[src/rtl/fp32_mult.sv]
// fp32_mult: two-stage IEEE-754 binary32 multiplier.
// Denormal inputs are treated as zero, and denormal results are flushed to signed zero.
// Build option FP32_MULT_ROUND_EN selects round-to-nearest-even.
// When it is undefined, the mantissa is truncated (round toward zero).
module fp32_mult (
  input  logic        CLK,
  input  logic        RST,
  input  logic [31:0] A,
  input  logic [31:0] B,
  output logic [31:0] result,
  output logic        overflow,
  output logic        underflow
);

`ifdef FP32_MULT_ROUND_EN
  localparam bit RNE = 1'b1;
`else
  localparam bit RNE = 1'b0;
`endif

  // CLS_ZERO is encoded as 0 so that a reset stage-1 register drains as a clean zero.
  typedef enum logic [1:0] {CLS_ZERO, CLS_NORM, CLS_INF, CLS_NAN} cls_t;

  // Return {carry, mantissa} after the optional round-to-nearest-even increment.
  function automatic logic [23:0] round_mant(input logic [22:0] mant,
                                             input logic        guard,
                                             input logic        sticky);
    logic up;
    up = RNE & guard & (sticky | mant[0]);
    return {1'b0, mant} + {23'd0, up};
  endfunction

  // Pack a finite result with exponent saturation: returns {overflow, underflow, word}.
  function automatic logic [33:0] pack_finite(input logic               sign,
                                              input logic signed [9:0]  exp,
                                              input logic [22:0]        mant);
    if (exp >= 10'sd255)
      return {2'b10, sign, 8'hFF, 23'd0};
    else if (exp <= 10'sd0)
      return {2'b01, sign, 31'd0};
    else
      return {2'b00, sign, exp[7:0], mant};
  endfunction

  // ---- stage 0: operand decode, classification, exponent sum, mantissa product ----
  logic [7:0]         ea_p0, eb_p0;
  logic [22:0]        ma_p0, mb_p0;
  logic               a_zero, b_zero, a_inf, b_inf, a_nan, b_nan;
  logic               sign_p0;
  logic signed [9:0]  exp_p0;
  logic [47:0]        prod_p0;
  cls_t               cls_p0;

  // Decode both operands and classify the pair.
  always_comb begin
    ea_p0   = A[30:23];
    eb_p0   = B[30:23];
    ma_p0   = A[22:0];
    mb_p0   = B[22:0];
    a_zero  = (ea_p0 == 8'd0);
    b_zero  = (eb_p0 == 8'd0);
    a_inf   = (ea_p0 == 8'hFF) && (ma_p0 == 23'd0);
    b_inf   = (eb_p0 == 8'hFF) && (mb_p0 == 23'd0);
    a_nan   = (ea_p0 == 8'hFF) && (ma_p0 != 23'd0);
    b_nan   = (eb_p0 == 8'hFF) && (mb_p0 != 23'd0);
    sign_p0 = A[31] ^ B[31];
    exp_p0  = $signed({2'b00, ea_p0}) + $signed({2'b00, eb_p0}) - 10'sd127;
    prod_p0 = {24'd0, 1'b1, ma_p0} * {24'd0, 1'b1, mb_p0};
    if (a_nan || b_nan || (a_inf && b_zero) || (b_inf && a_zero))
      cls_p0 = CLS_NAN;
    else if (a_inf || b_inf)
      cls_p0 = CLS_INF;
    else if (a_zero || b_zero)
      cls_p0 = CLS_ZERO;
    else
      cls_p0 = CLS_NORM;
  end

  // ---- stage 1 registers ----
  logic               sign_p1;
  logic signed [9:0]  exp_p1;
  logic [47:0]        prod_p1;
  cls_t               cls_p1;

  // Capture the decoded pair; reset empties the pipeline.
  always_ff @(posedge CLK or posedge RST) begin
    if (RST) begin
      sign_p1 <= 1'b0;
      exp_p1  <= '0;
      prod_p1 <= '0;
      cls_p1  <= CLS_ZERO;
    end else begin
      sign_p1 <= sign_p0;
      exp_p1  <= exp_p0;
      prod_p1 <= prod_p0;
      cls_p1  <= cls_p0;
    end
  end

  // ---- stage 1 -> 2: normalize, round, apply exceptions ----
  logic [22:0]        mant_n;
  logic               guard, sticky;
  logic signed [9:0]  exp_n, exp_r;
  logic [23:0]        rnd;
  logic [33:0]        fin;
  logic [31:0]        res_n;
  logic               ovf_n, unf_n;

  // Normalize a [1,4) product to [1,2).
  // A rounding carry-out leaves the mantissa at zero and bumps the exponent.
  always_comb begin
    if (prod_p1[47]) begin
      mant_n = prod_p1[46:24];
      guard  = prod_p1[23];
      sticky = |prod_p1[22:0];
      exp_n  = exp_p1 + 10'sd1;
    end else begin
      mant_n = prod_p1[45:23];
      guard  = prod_p1[22];
      sticky = |prod_p1[21:0];
      exp_n  = exp_p1;
    end
    rnd   = round_mant(mant_n, guard, sticky);
    exp_r = exp_n + $signed({9'd0, rnd[23]});
    fin   = pack_finite(sign_p1, exp_r, rnd[22:0]);
    res_n = 32'd0;
    ovf_n = 1'b0;
    unf_n = 1'b0;
    case (cls_p1)
      CLS_NAN:  res_n = 32'h7FC0_0000;
      CLS_INF:  res_n = {sign_p1, 8'hFF, 23'd0};
      CLS_ZERO: res_n = {sign_p1, 31'd0};
      default: begin
        res_n = fin[31:0];
        ovf_n = fin[33];
        unf_n = fin[32];
      end
    endcase
  end

  // ---- stage 2 registers ----
  logic [31:0] result_p2;
  logic        ovf_p2, unf_p2;

  // Register the final word and flags.
  always_ff @(posedge CLK or posedge RST) begin
    if (RST) begin
      result_p2 <= '0;
      ovf_p2    <= 1'b0;
      unf_p2    <= 1'b0;
    end else begin
      result_p2 <= res_n;
      ovf_p2    <= ovf_n;
      unf_p2    <= unf_n;
    end
  end

  assign result    = result_p2;
  assign overflow  = ovf_p2;
  assign underflow = unf_p2;

endmodule

[config.mk]
export PLATFORM = sky130hd
export DESIGN_NAME = fp32_mult
export DESIGN_NICKNAME = d
export VERILOG_FILES = /design/src/rtl/fp32_mult.sv
export SDC_FILE = /design/constraint.sdc
export NUM_CORES = 2
export LEC_CHECK = 0
export BUFFER_PORTS_ARGS = -buffer_cell sky130_fd_sc_hd__buf_2
export CAP_MARGIN = 30
export CORE_MARGIN = 8
export CORE_UTILIZATION = 40
export CTS_CLUSTER_DIAMETER = 200
export DETAILED_ROUTE_END_ITERATION = 8
export HOLD_SLACK_MARGIN = 0.03
export PLACE_DENSITY_LB_ADDON = 0.25
export SETUP_SLACK_MARGIN = 0.05
export SYNTH_ARGS = -nofsm -noshare
export SYNTH_HDL_FRONTEND = slang
export SYNTH_SLANG_ARGS = --single-unit
[constraint.sdc]
create_clock -name CLK -period 3 [get_ports CLK]
set_input_delay 0.45 -clock CLK [delete_from_list [all_inputs] [get_ports CLK]]
set_output_delay 0.45 -clock CLK [all_outputs]
set_load 0.005 [all_outputs]
Word-level counts from Yosys, hierarchy flattened
Cells that the tools add are included.
{"block": "op_classes", "add_sub_neg": 3, "multipliers": 1, "n_div": 0, "magnitude_cmp": 2, "eq_ne": 4, "n_shift": 0, "n_mux": 10, "bitwise_logic": 1, "n_reduce_logical": 19}
{"op": "32-bit one-hot mux with 3 select lines", "n": 1}
{"op": "24-bit by 24-bit multiplier with 48-bit output", "n": 1}
{"op": "23-bit zero test", "n": 2}
{"op": "23-bit nonzero test", "n": 2}
{"op": "34-bit 2-to-1 mux", "n": 1}
{"op": "33-bit 2-to-1 mux", "n": 1}
{"op": "23-bit 2-to-1 mux", "n": 1}
{"op": "8-bit == test, second input constant", "n": 2}
{"op": "8-bit zero test", "n": 2}
{"op": "10-bit by 2-bit adder with 10-bit output, second input constant", "n": 1}
{"op": "10-bit by 9-bit >= comparator with 1-bit output, second input constant", "n": 1}
{"op": "10-bit by 1-bit <= comparator with 1-bit output, second input constant", "n": 1}
{"op": "10-bit 2-to-1 mux", "n": 1}
{"op": "9-bit by 7-bit subtractor with 10-bit output, second input constant", "n": 1}
{"op": "8-bit by 8-bit adder with 9-bit output", "n": 1}
{"op": "1-bit logical AND", "n": 6}
{"op": "1-bit logical OR", "n": 5}
{"op": "2-bit == test, second input constant", "n": 2}
{"op": "2-bit 2-to-1 mux", "n": 2}
{"op": "1-bit 2-to-1 mux", "n": 3}
{"op": "3-bit OR reduction", "n": 1}
{"op": "2-bit zero test", "n": 1}
{"op": "1-bit bitwise XOR", "n": 1}
{"block": "totals", "register_bits": 95, "latch_bits": 0, "mem_bits_rw": 0, "romBits": 0, "input_bits": 66, "output_inout_bits": 34, "word_cells": 47, "n_memories": 0}

Depth between registers and ports, before layout
{"block": "depth", "word_depth": 6, "depth_mapped": 26, "mapped_depth_nobuf": 23}

Least setup slack after synthesis
OpenSTA, ideal clock, no wires.
{"block": "synth_path", "path_kind": "in2reg", "from": "input B[12]", "to": "register prod_p1[41]", "setup_ns": 0.080, "arrival_ns": 6.262, "required_ns": 2.920, "setup_slack_ns": -3.342, "path_stages": 24, "path_buffers": 3, "cell_sequence": "clkbuf_1 clkbuf_1 nand2_1 fa_1 inv_1 fa_1 inv_1 fa_1 inv_1 fa_1 fa_1 fa_1 inv_1 fa_1 inv_1 ha_1 buf_6 a21oi_1 o21ai_1 nor3_1 a31oi_1 a41o_1 a41oi_2 xnor2_1"}
{"block": "synth_between", "elab_chain_len": 1}
{"element": "start: declaration", "line_no": "9", "source": "input logic [31:0] B,"}
{"element": "24-bit by 24-bit multiplier with 48-bit output", "line_no": "68", "source": "prod_p0 = {24'd0, 1'b1, ma_p0} * {24'd0, 1'b1, mb_p0};"}
{"element": "via prod_p0[41]", "line_no": "51", "source": "logic [47:0] prod_p0;"}
{"element": "end signal: assignment", "line_no": "95", "source": "prod_p1 <= prod_p0;"}
{"element": "end: declaration", "line_no": "82", "source": "logic [47:0] prod_p1;"}
The timed path passes the listed nets, and every way through them passes these cells.

Final worst setup path
{"block": "layout_path", "from": "input B[11]", "to": "register prod_p1[42]"}
Same word-level chain as after synthesis.

==> qor.txt <==
outcome: complete, but fails checks
failing checks: negative setup slack
vias in the first global route: 18970
flops & latches, synth: 72
detail-routed via count per cell: 4.977
Stages on worst setup path: 23
dpl ws: -3.735 ns
clock tree buffer depth: 2
sequential area share after synthesis: 0.08186
synth top area cells: fa_1 (44%), ha_1 (11%), inv_1 (10%)
Die X: 250.6 um
most frequent cell after synthesis: inv_1
worst slew pin tran: 0.9349 ns
Net Count, Synth: 3136
Post-Synth Simple-Gate Area: 0.1632
fin worst setup slack: -3.042 ns
drt wl/cell: 19.34 um
Die Area: 62790 um2
initial DRC count: 901
Vias: 17110
post-synth cell types: 79
Worst-Skew Late Latency: 0.33 ns
Post-Synth XOR/XNOR Area: 0.01671
DRT Pass-1 Iters: 5
Avg Synthesized Cell Area: 9.159 um2
total grt overflow: 0
synthesized instance count: 2403
clock-pin slew on the worst setup and hold paths: 0.06 ns
final worst-path cycle share: 2.014
Crit path required time: 3.24 ns
maximum capacitance violations: 0
Slew headroom: 0.3710
multi-input logic area: 18530 um2
Critical Setup Path Class: input pin to register
remaining antenna violation count: 0
detailed-route DRC error count: 0
Max Clk Rate: 165.5 MHz
GPL Wtd Cong: 0.8944
CP dominant cell by count: fa_1
IO buf count: 99
crit path capture type: register
top post-synthesis cells by count: inv_1 (592), fa_1 (482), nand2_1 (288)
Buf/Inv on CP: 7
Die Ht: 250.6 um
cells along the critical path: buf_8, buf_4, and2_4, fa_2, fa_1, inv_2, fa_2, fa_1, inv_2, fa_1, fa_1, inv_2, fa_1, inv_2, ha_4, o21ai_4, o21bai_4, a311oi_2, buf_4, a211oi_4, nor2_4, o41ai_2, xnor2_1
top-area cell type share of the netlist area: 0.4384
H-tree depth: 3
slowest CP cell: fa_2
min Tclk post-route: 6.042 ns
pin count of the biggest net entering global routing: 28
Final Routed Wirelength: 66.48 mm
RSZ-0062 raised after global routing: true
max-slew violations: 0
WP data arrival: 6.28 ns
Initial Util: 0.4019
GRT Total Usage: 0.2119
Core ar.: 54770 um2
CP peak stage delay: 0.57 ns
largest area contributor in the netlist: fa_1
Post-DP HPWL: 57.46 mm
Post-Synth Adder-Cell Area: 0.5436
row cnt: 86
EDFF count, synth: 0
share of cells above drive strength 1: 0.2510
CP startpoint kind: input pin
CTS tree: done
Async SR Flop Fraction: 1.000
synth warn: 0
Final Hold Viols: 0
Max Clock Skew: 0.005680 ns
clk sinks: 72
Synth Area in Compound Gates: 0.05793
first-pass GRT wire length: 104.2 mm
Worst Hold Class: input pin to asynchronous set/reset pin
Most used DFF post-synth: dfrtp_1
FILL cells: 5092
Final nets: 3461
Setup Viol. Count Final: 25
post-synthesis mux area share: 0.01194
worst reg-to-reg path cell count: 8
largest family of logic cells by synthesized area: adder cells
cell family with most CP delay: adder cells
CTS buffer count: 9
Register Area: 1802 um2
CTS Hold Bufs: 0
Cell Area, Synth: 22010 um2
CP max FO: 13
Root Buffer: clkbuf_16
Layout Area Growth over Synthesis: 24.96%
# IOs: 100
initial antenna violation count: 4
final core utilization: 0.5022
## worst paths after layout
path                                startpoint               endpoint  slack [ns]
setup / recovery                         B[11]  prod_p1[42]$_DFF_PP0_       -3.04
hold / removal                             RST   result[30]$_DFF_PP0_        0.13
setup reg to reg           exp_p1[0]$_DFF_PP0_    result[7]$_DFF_PP0_        0.55
hold reg to reg              sign_p1$_DFF_PP0_   result[31]$_DFF_PP0_        0.45
max in group asynchronous                  RST  prod_p1[26]$_DFF_PP0_        2.16
min in group CLK                         A[31]      sign_p1$_DFF_PP0_        0.29
## metal layers
layer	up-vias	GRT usage	routed length, um
met2	469	0.3621	32170
li1	7791	-	-
met3	103	0.03503	3929
met5	-	0	9
met4	2	0.05969	1983
met1	8747	0.2753	28380
## sequential cells by signal, indices dropped and copies added, names as in the netlist
signal	cells
result	32
prod_p1	25
exp_p1	10
cls_p1	2
overflow	1
sign_p1	1
underflow	1
## cells by family (layout without fill, tap and decap cells)
kind of cell	Yosys count	after routing
buffers and inverters	703	1033
flip-flops	72	72
AND/OR/NAND/NOR	719	719
adder cells (fa/ha/maj)	667	667
multiplexers	26	26
other	0	1
XOR/XNOR	42	42
AO/OA/AOI/OAI	174	174
## cell usage in the layout (no fill, tap or decap), types with 5 or more instances in the layout
master and instances:
dfrtp_1 72, o21bai_1 9, nor3_1 10, and2_1 208, nor2_4 5, o21ai_0 17, o211ai_1 9, nand4_1 18
buf_4 273, nor4_1 15, ha_4 26, inv_2 24, fa_1 444, a21o_1 16, nand2_4 7, o21ai_1 6
ha_1 156, a21oi_2 17, nand3_1 15, buf_8 14, xor2_1 17, a31oi_1 5, fa_2 38, mux2i_1 24
o21ai_4 5, nand2_2 10, xnor2_1 23, nor2_1 78, and2_4 38, a21oi_1 25, buf_12 29, buf_6 42
nand2_1 272, clkbuf_16 11, o21a_1 12, nor3_2 6, inv_1 563, buf_2 61
## area by class of cell
cell class,count,share of cell area
Clock inverter,7,0.002866
Clock buffer,9,0.008189
Inverter,594,0.08225
Antenna cell,1,0.00009098
Timing Repair Buffer,423,0.1354
Tap cell,704,0.03203
Multi-Input combinational cell,1628,0.6737
Sequential cell,72,0.06551
## metrics by stage
| stage | hold WS (ns) | instances | TNS (ns) | area, um2 |
|---|---|---|---|---|
| after floorplan | 0.4277 | 2403 | -69.38 | 22790 |
| after global placement | 0.4370 | 3390 | -87.65 | 25610 |
| after detailed placement | 0.4424 | 3390 | -88.69 | 25610 |
| after CTS | 0.1410 | 3430 | -71.00 | 27070 |
| after global routing | 0.1838 | 3438 | -75.32 | 27500 |
| final | 0.1286 | 3438 | -71.38 | 27500 |
## what timing repair did
action                     CTS  global route
gates resized for setup    228            92
setup endpoints to repair   25            25
buffers inserted            24             5
pin swaps                  136            64
gates cloned                 2             2
Power is left out: the tool's default activity adds up to more than one toggle a clock period on the data nets, which glitch-free logic cannot reach.
